### config.mk
export PLATFORM = sky130hd
export DESIGN_NAME = fp_sign_resolver_flat
export DESIGN_NICKNAME = d
export VERILOG_FILES = /design/src/rtl/fp_sign_resolver_pkg.sv /design/src/rtl/fp_sign_resolver_if.sv /design/src/rtl/fp_sign_resolver_pipe_stage.sv /design/src/rtl/fp_sign_resolver.sv /design/src/flat_wrapper.sv
export SDC_FILE = /design/constraint.sdc
export NUM_CORES = 1
export LEC_CHECK = 0
export CAP_MARGIN = 25
export CELL_PAD_IN_SITES_DETAIL_PLACEMENT = 0
export CELL_PAD_IN_SITES_GLOBAL_PLACEMENT = 2
export CORE_MARGIN = 4
export CORE_UTILIZATION = 32
export DETAILED_ROUTE_END_ITERATION = 12
export PLACE_DENSITY = 0.77
export RECOVER_POWER = 100
export SYNTH_ARGS = -nofsm -noshare
export SYNTH_HDL_FRONTEND = slang
export SYNTH_SLANG_ARGS = --single-unit
### constraint.sdc
create_clock -name clk -period 1.9 [get_ports clk]
set_input_delay 0.38 -clock clk [delete_from_list [all_inputs] [get_ports clk]]
set_output_delay 0.38 -clock clk [all_outputs]
set_load 0.01 [all_outputs]
### src/rtl/fp_sign_resolver_pkg.sv
// Shared definitions for the FP add/sub result sign resolver: rounding-mode
// encodings and the canonical quiet-NaN pattern builder.
package fp_sign_resolver_pkg;

    typedef enum logic [1:0] {
        RM_RNE = 2'b00,
        RM_RTZ = 2'b01,
        RM_RTP = 2'b10,
        RM_RTN = 2'b11
    } rmode_e;

    // Stage-1 flag bits stored alongside the magnitude:
    // sign_a, sb_eff, eff_sub, swap, zero_res, nan_res, rmode[1:0]
    localparam int S1_FLAG_W = 8;

    // Positive sign, all-ones exponent, mantissa MSB set, rest zero.
    function automatic logic [63:0] canon_qnan(input int w, input int ew);
        logic [63:0] exp_ones;
        exp_ones = (64'd1 << ew) - 64'd1;
        return (exp_ones << (w - 1 - ew)) | (64'd1 << (w - 2 - ew));
    endfunction

endpackage

### src/rtl/fp_sign_resolver_if.sv
// Upstream (core result) and downstream (result bus) handshake bundle for
// the sign resolver; slave is the resolver side, master the environment side.
interface fp_sign_resolver_if
    import fp_sign_resolver_pkg::*;
#(
    parameter int W = 32
);
    logic          in_valid;
    logic          in_ready;
    logic          op_sub;
    logic          sign_a;
    logic          sign_b;
    logic          swap;
    logic          zero_res;
    logic          nan_res;
    rmode_e        rmode;
    logic [W-2:0]  Data;
    logic          out_valid;
    logic          out_ready;
    logic [W-1:0]  Fixed_Data;

    modport slave (
        input  in_valid, op_sub, sign_a, sign_b, swap, zero_res, nan_res,
        input  rmode, Data, out_ready,
        output in_ready, out_valid, Fixed_Data
    );

    modport master (
        output in_valid, op_sub, sign_a, sign_b, swap, zero_res, nan_res,
        output rmode, Data, out_ready,
        input  in_ready, out_valid, Fixed_Data
    );

endinterface

### src/rtl/fp_sign_resolver_pipe_stage.sv
// Valid/ready register slice: holds one payload, accepts a new one whenever it
// is empty or its current payload leaves in the same cycle.
module fp_sign_resolver_pipe_stage #(
    parameter int PW = 8
) (
    input  logic          clk,
    input  logic          rst_n,
    input  logic          valid_i,
    output logic          ready_o,
    input  logic [PW-1:0] data_i,
    output logic          valid_o,
    input  logic          ready_i,
    output logic [PW-1:0] data_o
);

    logic          valid_q;
    logic          valid_d;
    logic [PW-1:0] data_q;
    logic [PW-1:0] data_d;
    logic          load_s;

    assign ready_o = !valid_q || ready_i;
    assign load_s  = valid_i && ready_o;

    // Next state: refill or drain when the slot opens, otherwise hold.
    always_comb begin
        valid_d = valid_q;
        data_d  = data_q;
        if (ready_o) begin
            valid_d = valid_i;
        end else begin
            valid_d = valid_q;
        end
        if (load_s) begin
            data_d = data_i;
        end else begin
            data_d = data_q;
        end
    end

    // Slot register; payload is only written on a load so it stays stable while stalled.
    always_ff @(posedge clk or negedge rst_n) begin
        if (!rst_n) begin
            valid_q <= 1'b0;
            data_q  <= {PW{1'b0}};
        end else begin
            valid_q <= valid_d;
            data_q  <= data_d;
        end
    end

    assign valid_o = valid_q;
    assign data_o  = data_q;

endmodule

### src/rtl/fp_sign_resolver.sv
// Reconstructs the IEEE-754 sign of an add/sub magnitude result (signed zero,
// NaN, swapped operands) in a two-slot valid/ready pipeline.
module fp_sign_resolver
    import fp_sign_resolver_pkg::*;
#(
    parameter int W  = 32,
    parameter int EW = 8
) (
    input  logic                   clk,
    input  logic                   rst,
    fp_sign_resolver_if.slave      bus
);

    localparam int             MW        = W - 1;
    localparam int             S1W       = MW + S1_FLAG_W;
    localparam logic [63:0]    QNAN_WIDE = canon_qnan(W, EW);
    localparam logic [W-1:0]   QNAN      = QNAN_WIDE[W-1:0];

    logic           sb_eff_s;
    logic           eff_sub_s;
    logic [S1W-1:0] s1_in_s;
    logic [S1W-1:0] s1_out_s;
    logic           s1_valid_s;
    logic           s2_ready_s;
    logic [W-1:0]   res_s;

    logic           s1_sign_a_s;
    logic           s1_sb_eff_s;
    logic           s1_eff_sub_s;
    logic           s1_swap_s;
    logic           s1_zero_s;
    logic           s1_nan_s;
    logic [1:0]     s1_rmode_s;
    logic [MW-1:0]  s1_data_s;

    // B's sign as the core actually added it, and whether magnitudes were subtracted.
    assign sb_eff_s  = bus.sign_b ^ bus.op_sub;
    assign eff_sub_s = bus.sign_a ^ sb_eff_s;

    assign s1_in_s = {bus.sign_a, sb_eff_s, eff_sub_s, bus.swap,
                      bus.zero_res, bus.nan_res, bus.rmode, bus.Data};

    fp_sign_resolver_pipe_stage #(
        .PW (S1W)
    ) u_stage1 (
        .clk     (clk),
        .rst_n   (rst),
        .valid_i (bus.in_valid),
        .ready_o (bus.in_ready),
        .data_i  (s1_in_s),
        .valid_o (s1_valid_s),
        .ready_i (s2_ready_s),
        .data_o  (s1_out_s)
    );

    assign {s1_sign_a_s, s1_sb_eff_s, s1_eff_sub_s, s1_swap_s,
            s1_zero_s, s1_nan_s, s1_rmode_s, s1_data_s} = s1_out_s;

    // Sign resolution: NaN wins, then exact-zero rules, then the larger operand's sign.
    always_comb begin
        res_s = {s1_sign_a_s, s1_data_s};
        if (s1_nan_s) begin
            res_s = QNAN;
        end else if (s1_zero_s && s1_eff_sub_s) begin
            // x - x is +0 except when rounding toward negative infinity
            res_s = {(s1_rmode_s == RM_RTN), {MW{1'b0}}};
        end else if (s1_zero_s) begin
            res_s = {s1_sign_a_s, {MW{1'b0}}};
        end else begin
            res_s = {(s1_swap_s ? s1_sb_eff_s : s1_sign_a_s), s1_data_s};
        end
    end

    fp_sign_resolver_pipe_stage #(
        .PW (W)
    ) u_stage2 (
        .clk     (clk),
        .rst_n   (rst),
        .valid_i (s1_valid_s),
        .ready_o (s2_ready_s),
        .data_i  (res_s),
        .valid_o (bus.out_valid),
        .ready_i (bus.out_ready),
        .data_o  (bus.Fixed_Data)
    );

endmodule

### src/flat_wrapper.sv
// flat-port wrapper written by rule: the top's interface ports become plain ports
module fp_sign_resolver_flat import fp_sign_resolver_pkg::*;
#(
    parameter int W  = 32,
    parameter int EW = 8
)
  (clk, rst, bus_in_valid, bus_op_sub, bus_sign_a, bus_sign_b, bus_swap, bus_zero_res, bus_nan_res, bus_rmode, bus_Data, bus_out_ready, bus_in_ready, bus_out_valid, bus_Fixed_Data);
  fp_sign_resolver_if #(.W(W)) bus_i ();
  input  logic clk;
  input  logic rst;
  input wire logic [$bits(bus_i.in_valid)-1:0] bus_in_valid;
  input wire logic [$bits(bus_i.op_sub)-1:0] bus_op_sub;
  input wire logic [$bits(bus_i.sign_a)-1:0] bus_sign_a;
  input wire logic [$bits(bus_i.sign_b)-1:0] bus_sign_b;
  input wire logic [$bits(bus_i.swap)-1:0] bus_swap;
  input wire logic [$bits(bus_i.zero_res)-1:0] bus_zero_res;
  input wire logic [$bits(bus_i.nan_res)-1:0] bus_nan_res;
  input wire logic [$bits(bus_i.rmode)-1:0] bus_rmode;
  input wire logic [$bits(bus_i.Data)-1:0] bus_Data;
  input wire logic [$bits(bus_i.out_ready)-1:0] bus_out_ready;
  output wire logic [$bits(bus_i.in_ready)-1:0] bus_in_ready;
  output wire logic [$bits(bus_i.out_valid)-1:0] bus_out_valid;
  output wire logic [$bits(bus_i.Fixed_Data)-1:0] bus_Fixed_Data;
  assign bus_i.in_valid = bus_in_valid;
  assign bus_i.op_sub = bus_op_sub;
  assign bus_i.sign_a = bus_sign_a;
  assign bus_i.sign_b = bus_sign_b;
  assign bus_i.swap = bus_swap;
  assign bus_i.zero_res = bus_zero_res;
  assign bus_i.nan_res = bus_nan_res;
  assign bus_i.rmode = bus_rmode;
  assign bus_i.Data = bus_Data;
  assign bus_i.out_ready = bus_out_ready;
  assign bus_in_ready = bus_i.in_ready;
  assign bus_out_valid = bus_i.out_valid;
  assign bus_Fixed_Data = bus_i.Fixed_Data;
  fp_sign_resolver #(.W(W), .EW(EW)) u_core (.clk(clk), .rst(rst), .bus(bus_i));
endmodule
==> results of run 1 <==
sequential cells by signal, indices dropped and copies added, names as in the netlist:
name / flops
u_core.u_stage1.data_o: 39
u_core.u_stage2.data_o: 32
u_core.u_stage1.valid_o: 1
u_core.u_stage2.valid_o: 1
cell type report:
type                            instances  area, sq um  share of cell area (%)
Clock buffer                           10        127.6                   3.175
Clock inverter                          4        22.52                  0.5602
Inverter                               24        90.09                   2.241
Multi-Input combinational cell        125        958.4                   23.84
Sequential cell                        73         1827                   45.44
Tap cell                              111        138.9                   3.455
Timing Repair Buffer                   86        855.8                   21.29
worst paths after layout:
path	from	end	slack, ns	cells after the start
max	bus_out_ready	bus_in_ready	0.14	3
min	u_core.u_stage1.data_o[29]	u_core.u_stage1.data_o[29]	0.50	1
max reg2reg	u_core.u_stage1.valid_o	u_core.u_stage2.data_o[30]	0.32	4
min reg2reg	u_core.u_stage1.data_o[29]	u_core.u_stage1.data_o[29]	0.50	1
max in group asynchronous	rst	u_core.u_stage2.valid_o	0.37	3
min in group asynchronous	rst	u_core.u_stage2.data_o[8]	0.67	2
repair_timing:
action,CTS,global route
endpoints found under the setup margin,1,0
hold endpoints to repair,31,0
gates resized for setup,1,0
hold buffers,1,0
buffers inserted,0,0
cells by family after synthesis:
| logic type | after synthesis | synth area share (%) |
|---|---|---|
| AOI/OAI and AO/OA | 51 | 8.625 |
| buffers and inverters | 42 | 6.499 |
| DFF | 73 | 60.83 |
| muxes | 40 | 16.21 |
| and+or+nand+nor | 32 | 7.250 |
| xor gates and xnor gates | 2 | 0.5834 |
through the flow:
step	utilization, %	setup TNS (ns)	instances
finish	43.71	0	433
detailed placement	42.44	-0.01174	418
floorplan	-	0	240
global placement	42.44	-0.0006459	418
global route	43.71	0	433
CTS	44.16	0	433
per-layer routing:
layer / vias to the layer above / routed length, microns / track usage, %
li1: 994 / - / -
met1: 1019 / 3393 / 18.79
met2: 54 / 2930 / 18.24
met3: 10 / 341 / 3.521
met4: 0 / 87 / 5.061
met5: - / 0 / 0
worst reg2reg max path, delay by kind of cell, from the launching register on:
kind | cells | cell delay [ns]
and+or+nand+nor | 1 | 0.22
buffers and inverters | 2 | 0.71
DFF | 1 | 0.40
AOI/OAI and AO/OA | 1 | 0.13
power breakdown:
| part | switching, mW | leakage (nW) | internal (mW) | total [mW] |
|---|---|---|---|---|
| combinational | 0.374 | 0.763 | 0.455 | 0.829 |
| sequential | 0.144 | 0.881 | 1.80 | 1.94 |
| clock | 0.544 | 0.0778 | 0.453 | 0.997 |
cell usage in the layout, fill, tap and decap left out:
| cell | netlist | routed |
|---|---|---|
| a211oi_1 | 1 | 1 |
| a21oi_1 | 27 | 27 |
| and2_0 | 0 | 1 |
| and3b_1 | 1 | 1 |
| and4_1 | 1 | 1 |
| buf_12 | 0 | 2 |
| buf_4 | 2 | 4 |
| buf_6 | 2 | 1 |
| clkbuf_1 | 9 | 1 |
| clkbuf_2 | 1 | 3 |
| clkbuf_8 | 0 | 9 |
| clkdlybuf4s50_1 | 0 | 40 |
| clkinv_1 | 1 | 1 |
| clkinv_2 | 0 | 3 |
| clkinvlp_4 | 0 | 1 |
| dfrtp_1 | 73 | 73 |
| dlygate4sd2_1 | 0 | 1 |
| dlygate4sd3_1 | 0 | 35 |
| inv_1 | 23 | 23 |
| mux2_1 | 0 | 6 |
| mux2_2 | 29 | 29 |
| mux2_4 | 10 | 4 |
| mux2i_1 | 1 | 1 |
| nand2_1 | 0 | 1 |
| nand2b_1 | 3 | 3 |
| nand3b_1 | 1 | 1 |
| nand3b_4 | 1 | 1 |
| nand4_1 | 22 | 22 |
| nor2_2 | 0 | 1 |
| o21ai_0 | 22 | 22 |
| o22ai_1 | 1 | 1 |
| xor2_1 | 2 | 2 |
==> metrics.md, run 1 <==
| Metric | Value |
|---|---|
| Status | finished clean |
| Layout cells sized above 1 | 18.01% |
| Antenna Cells | 0 |
| Final Wtd Congestion | 0.6499 |
| Ports | 77 |
| Worst path required time | 1.52 ns |
| Reg clk slew, reported paths | 0.07 ns |
| Die height | 104.9 microns |
| Minimum clock period | 1.764 ns |
| Max IR drop VDD | 0.0003524 V |
| CTS Root Cell | clkbuf_8 |
| Mapped Avg Cell Area | 12.51 sq um |
| Number of CTS-inserted buffers | 9 |
| CP max-delay cell | dlygate4sd3_1 |
| Top post-synthesis cells by count | 73 x dfrtp_1, 29 x mux2_2, 27 x a21oi_1, 23 x inv_1 |
| Design area | 0.004020 sq mm |
| Critical Path AT | 1.38 ns |
| Yosys cell types | 27 |
| Worst setup SP type | input pin |
| Pre-antenna DRT Iters | 4 |
| Total number of vias | 2,077 |
| Vias per Instance | 4.797 |
| Power Total | 3.770 mW |
| WL/cell | 15.59 microns |
| Synth Register Bits | 73 |
| CP delay by family, top | buffers and inverters |
| Synth area leaders | dfrtp_1 61%, mux2_2 11%, mux2_4 5.0% |
| Largest area contributor in the netlist | dfrtp_1 |
| Worst skew pair latency | 0.33 ns |
| CP cell instances | dlygate4sd3_1 -> nand3b_4 -> dlygate4sd2_1 |
| Critical Path Fanout Max | 3 |
| PortBufs | 76 |
| Leak | 1.722 nW |
| DRC viols | 0 |
| RSZ-0062 raised after global routing | no |
| Post-Syn Area | 0.003003 sq mm |
| PwrDens | 937.8 mW/mm^2 |
| Cells after Synth | 240 |
| Final slew viol count | 0 |
| Tot GR Track Use | 12.94% |
| Area Overhead vs Synth | 33.88% |
| CP bufs+invs | 2 |
| Starting Density | 32.65% |
| Largest net degree at the start of global routing | 43 |
| Standard-cell row count | 35 |
| WHS | 0.4981 ns |
| Synth async-reset ratio | 100.0% |
| Fmax | 567.0 MHz |
| Clock Tree Buf Depth | 2 |
| Slowest stage delay, CP | 0.55 ns |
| Initial DRC Count | 30 |
| Top-count cell post-synth | dfrtp_1 |
| Final setup violation count | 0 |
| Antenna viol nets, final | 0 |
| Initial antenna violation count | 0 |
| Filler cells | 885 |
| Tcrit/Tclk final | 92.82% |
| Syn nets | 283 |
| NumNets Final | 362 |
| Vias in the first global route | 2,149 |
| Max_slew headroom | 46.58% |
| Synth top area share | 60.83% |
| Worst Setup End Kind | output pin |
| Max-cap violations | 0 |
| Pre-CTS setup slack | -0.01174 ns |
| Setup slack after layout | 0.1364 ns |
| Gr ovfl total | 0 |
| Clock Skew | 0.01067 ns |
| CTS tree | built |
| Die area | 0.01100 sq mm |
| First-pass GRT wire length | 11,160 microns |
| Post-synthesis sequential area ratio | 60.83% |
| Clk sinks | 73 |
| Final Hold Fails | 0 |
| Slew @ Worst Pin | 0.8012 ns |
| Primary FF master, synth | dfrtp_1 |
| CTS H-tree lvls | 3 |
| Final wirelength | 6752 microns |
| Post-synth EDFFs | 0 |
| Chip Width | 104.9 microns |
| Critical setup path kind | input pin to output pin |
| Dpl hpwl | 4447 microns |
| Post-Place Cell Area | 0.003902 sq mm |
| Yosys warning total | 0 |
| Hold crit path type | flop to flop |
| Core Region | 0.009196 sq mm |
(Power assumes the default switching activity.)
==> run 2: changes to the inputs <==
--- a/config.mk
+++ b/config.mk
@@ -12,7 +12,6 @@
 export CORE_UTILIZATION = 32
 export DETAILED_ROUTE_END_ITERATION = 12
 export PLACE_DENSITY = 0.77
-export RECOVER_POWER = 100
 export SYNTH_ARGS = -nofsm -noshare
 export SYNTH_HDL_FRONTEND = slang
 export SYNTH_SLANG_ARGS = --single-unit
==> constraint.sdc (replaced) <==
create_clock -name clk -period 1.7 [get_ports clk]
set_input_delay 0.34 -clock clk [delete_from_list [all_inputs] [get_ports clk]]
set_output_delay 0.34 -clock clk [all_outputs]
set_load 0.01 [all_outputs]
==> run 2 against run 1 <==
  * Combinational power is 23% higher
  * Clock skew is 0.0011 ns lower
  * Sequential share of layout area is 1.2 points lower
  * Global-route usage is 0.45 points higher
  * Clock power is 39% higher
  * Critical path type is now flop to output pin
  * Highest routed layer unchanged
==> metrics.md, run 2 (synthesis results as in run 1) <==
| Metric | Value |
|---|---|
| Reg2Reg Launch Point | u_core.u_stage1.valid_o |
| Starting Density | 32.65% (unchanged) |
| Worst r2r dst | u_core.u_stage2.data_o[21] |
| Dpl hpwl | 4686 microns (+5.4%) |
| CP cell instances | clkdlybuf4s50_1 |
| Antenna viol nets, final | 0 (unchanged) |
| Gr ovfl total | 0 (unchanged) |
| Slowest stage delay, CP | 0.56 ns (about the same) |
| WL/cell | 16.10 microns (+3.2%) |
| Fmax | 610.2 MHz |
| RSZ-0062 raised after global routing | no |
| CP endpoint | bus_out_valid |
| Minimum clock period | 1.639 ns |
| Final Hold Fails | 0 (unchanged) |
| Reg2Reg Depth | 4 (unchanged) |
| Final wirelength | 7019 microns (+4.0%) |
| Area Overhead vs Synth | 37.54% |
| Max IR drop VDD | 0.0004859 V (+38%) |
| Final Util | 44.91% (+1.2 points) |
| Clock Skew | 0.009620 ns (-0.001052 ns) |
| Standard-cell row count | 35 (unchanged) |
| Largest net degree at the start of global routing | 35 (-19%) |
| Design area | 0.004130 sq mm (+2.7%) |
| Initial DRC Count | 69 (+130%) |
| CTS Root Cell | clkbuf_8 |
| Clock Tree Buf Depth | 2 (unchanged) |
| Worst setup SP type | flop |
| Slew @ Worst Pin | 0.4340 ns (-0.3673 ns) |
| CP delay by family, top | buffers and inverters |
| Post-Place Cell Area | 0.003918 sq mm (+0.38%) |
| CP bufs+invs | 1 (-1) |
| Power Total | 4.592 mW (+22%) |
| Antenna Cells | 0 (unchanged) |
| R2R setup slack | 0.23 ns (-0.09 ns) |
| CTS H-tree lvls | 3 (unchanged) |
| CTS tree | built |
| Most common cell after layout, fill and taps aside | clkdlybuf4s50_1 |
| Critical Path Start | u_core.u_stage2.valid_o |
| Worst path required time | 1.36 ns (-0.16 ns) |
| First-pass GRT wire length | 11,630 microns (+4.1%) |
| DRC viols | 0 (unchanged) |
| Number of cells on the critical path | 1 (-2) |
| Clk sinks | 73 (unchanged) |
| Tcrit/Tclk final | 96.40% |
| WHS | 0.4698 ns (-0.02825 ns) |
| Die area | 0.01100 sq mm (unchanged) |
| Total number of vias | 2,095 (+0.87%) |
| Vias in the first global route | 2,162 (+0.60%) |
| Core Region | 0.009196 sq mm (unchanged) |
| Reg clk slew, reported paths | 0.07 ns (about the same) |
| NumNets Final | 364 (+0.55%) |
| Vias per Instance | 4.805 (+0.17%) |
| Die height | 104.9 microns (unchanged) |
| Final slew viol count | 0 (unchanged) |
| Tot GR Track Use | 13.39% (+0.45 points) |
| Chip Width | 104.9 microns (unchanged) |
| Critical Path AT | 1.30 ns (-0.08 ns) |
| Max_slew headroom | 71.07% (+24 points) |
| Leak | 1.727 nW (+0.30%) |
| Final setup TNS | 0 ns (unchanged) |
| CP max-delay cell | clkdlybuf4s50_1 |
| PortBufs | 76 (unchanged) |
| Hold crit path type | input pin to async pin |
| Worst Setup End Kind | output pin |
| Critical setup path kind | flop to output pin |
| Layout cells sized above 1 | 21.23% (+3.2 points) |
| Initial antenna violation count | 0 (unchanged) |
| PwrDens | 1112 mW/mm^2 (+19%) |
| Post-CTS setup buffer count | 0 (unchanged) |
| Max-cap violations | 0 (unchanged) |
| Most frequent cells in the layout | 74 x clkdlybuf4s50_1, 73 x dfrtp_1, 29 x mux2_2 |
| Ports | 77 (unchanged) |
| Pre-antenna DRT Iters | 4 (unchanged) |
| Number of CTS-inserted buffers | 9 (unchanged) |
| Max FFs per register | 39 (unchanged) |
| Worst skew pair latency | 0.34 ns (about the same) |
| Final setup violation count | 0 (unchanged) |
| Final Wtd Congestion | 0.6628 (+2.0%) |
| Status | finished clean |
| Critical Path Fanout Max | 3 (unchanged) |
[run 2: area by class of cell]
class / instances / area (sq um)
fillers: 870 / 5066
flip-flops and latches: 73 / 1827
multi-input cells: 125 / 983.4
repair buffers: 88 / 887.1
clock buffers: 11 / 151.4
well taps: 111 / 138.9
inverters: 24 / 90.09
clock inverters: 4 / 52.55
[run 2: how the worst min path moves through the flow]
stage                                 end  cells past startpoint  slack [ns]  from
6_report       u_core.u_stage1.data_o[15]                      2        0.47   rst
5_1_grt        u_core.u_stage2.data_o[24]                      2        0.52   rst
4_1_cts        u_core.u_stage1.data_o[23]                      2        0.46   rst
3_5_place_dp   u_core.u_stage1.data_o[13]                      1        0.28   rst
3_3_place_gp   u_core.u_stage2.data_o[13]                      1        0.27   rst
2_1_floorplan   u_core.u_stage1.data_o[0]                      0        0.04   rst
[run 2: metrics by stage]
step | instances | worst slack [ns]
floorplan | 240 | 0.3441
finish | 436 | 0.06125
detailed placement | 420 | -0.1304
CTS | 436 | 0.03856
global route | 436 | 0.02295
global placement | 420 | -0.1232
[run 2: power breakdown]
group	total [mW]	switching [mW]	internal [mW]
combinational	1.02	0.425	0.591
sequential	2.18	0.171	2.01
clock	1.39	0.645	0.750
[run 2: metal layers]
metal | vias up | routed length (microns) | track usage [%]
li1 | 990 | - | -
met1 | 1026 | 3438 | 19.40
met4 | 0 | 95 | 5.623
met2 | 70 | 3019 | 18.88
met5 | - | 0 | 0
met3 | 9 | 466 | 3.459
[run 2: timing repair]
action	in CTS	in global routing
hold endpoints to repair	23	0
hold buffers	1	0
endpoints found under the setup margin	1	0
resized for setup	1	0
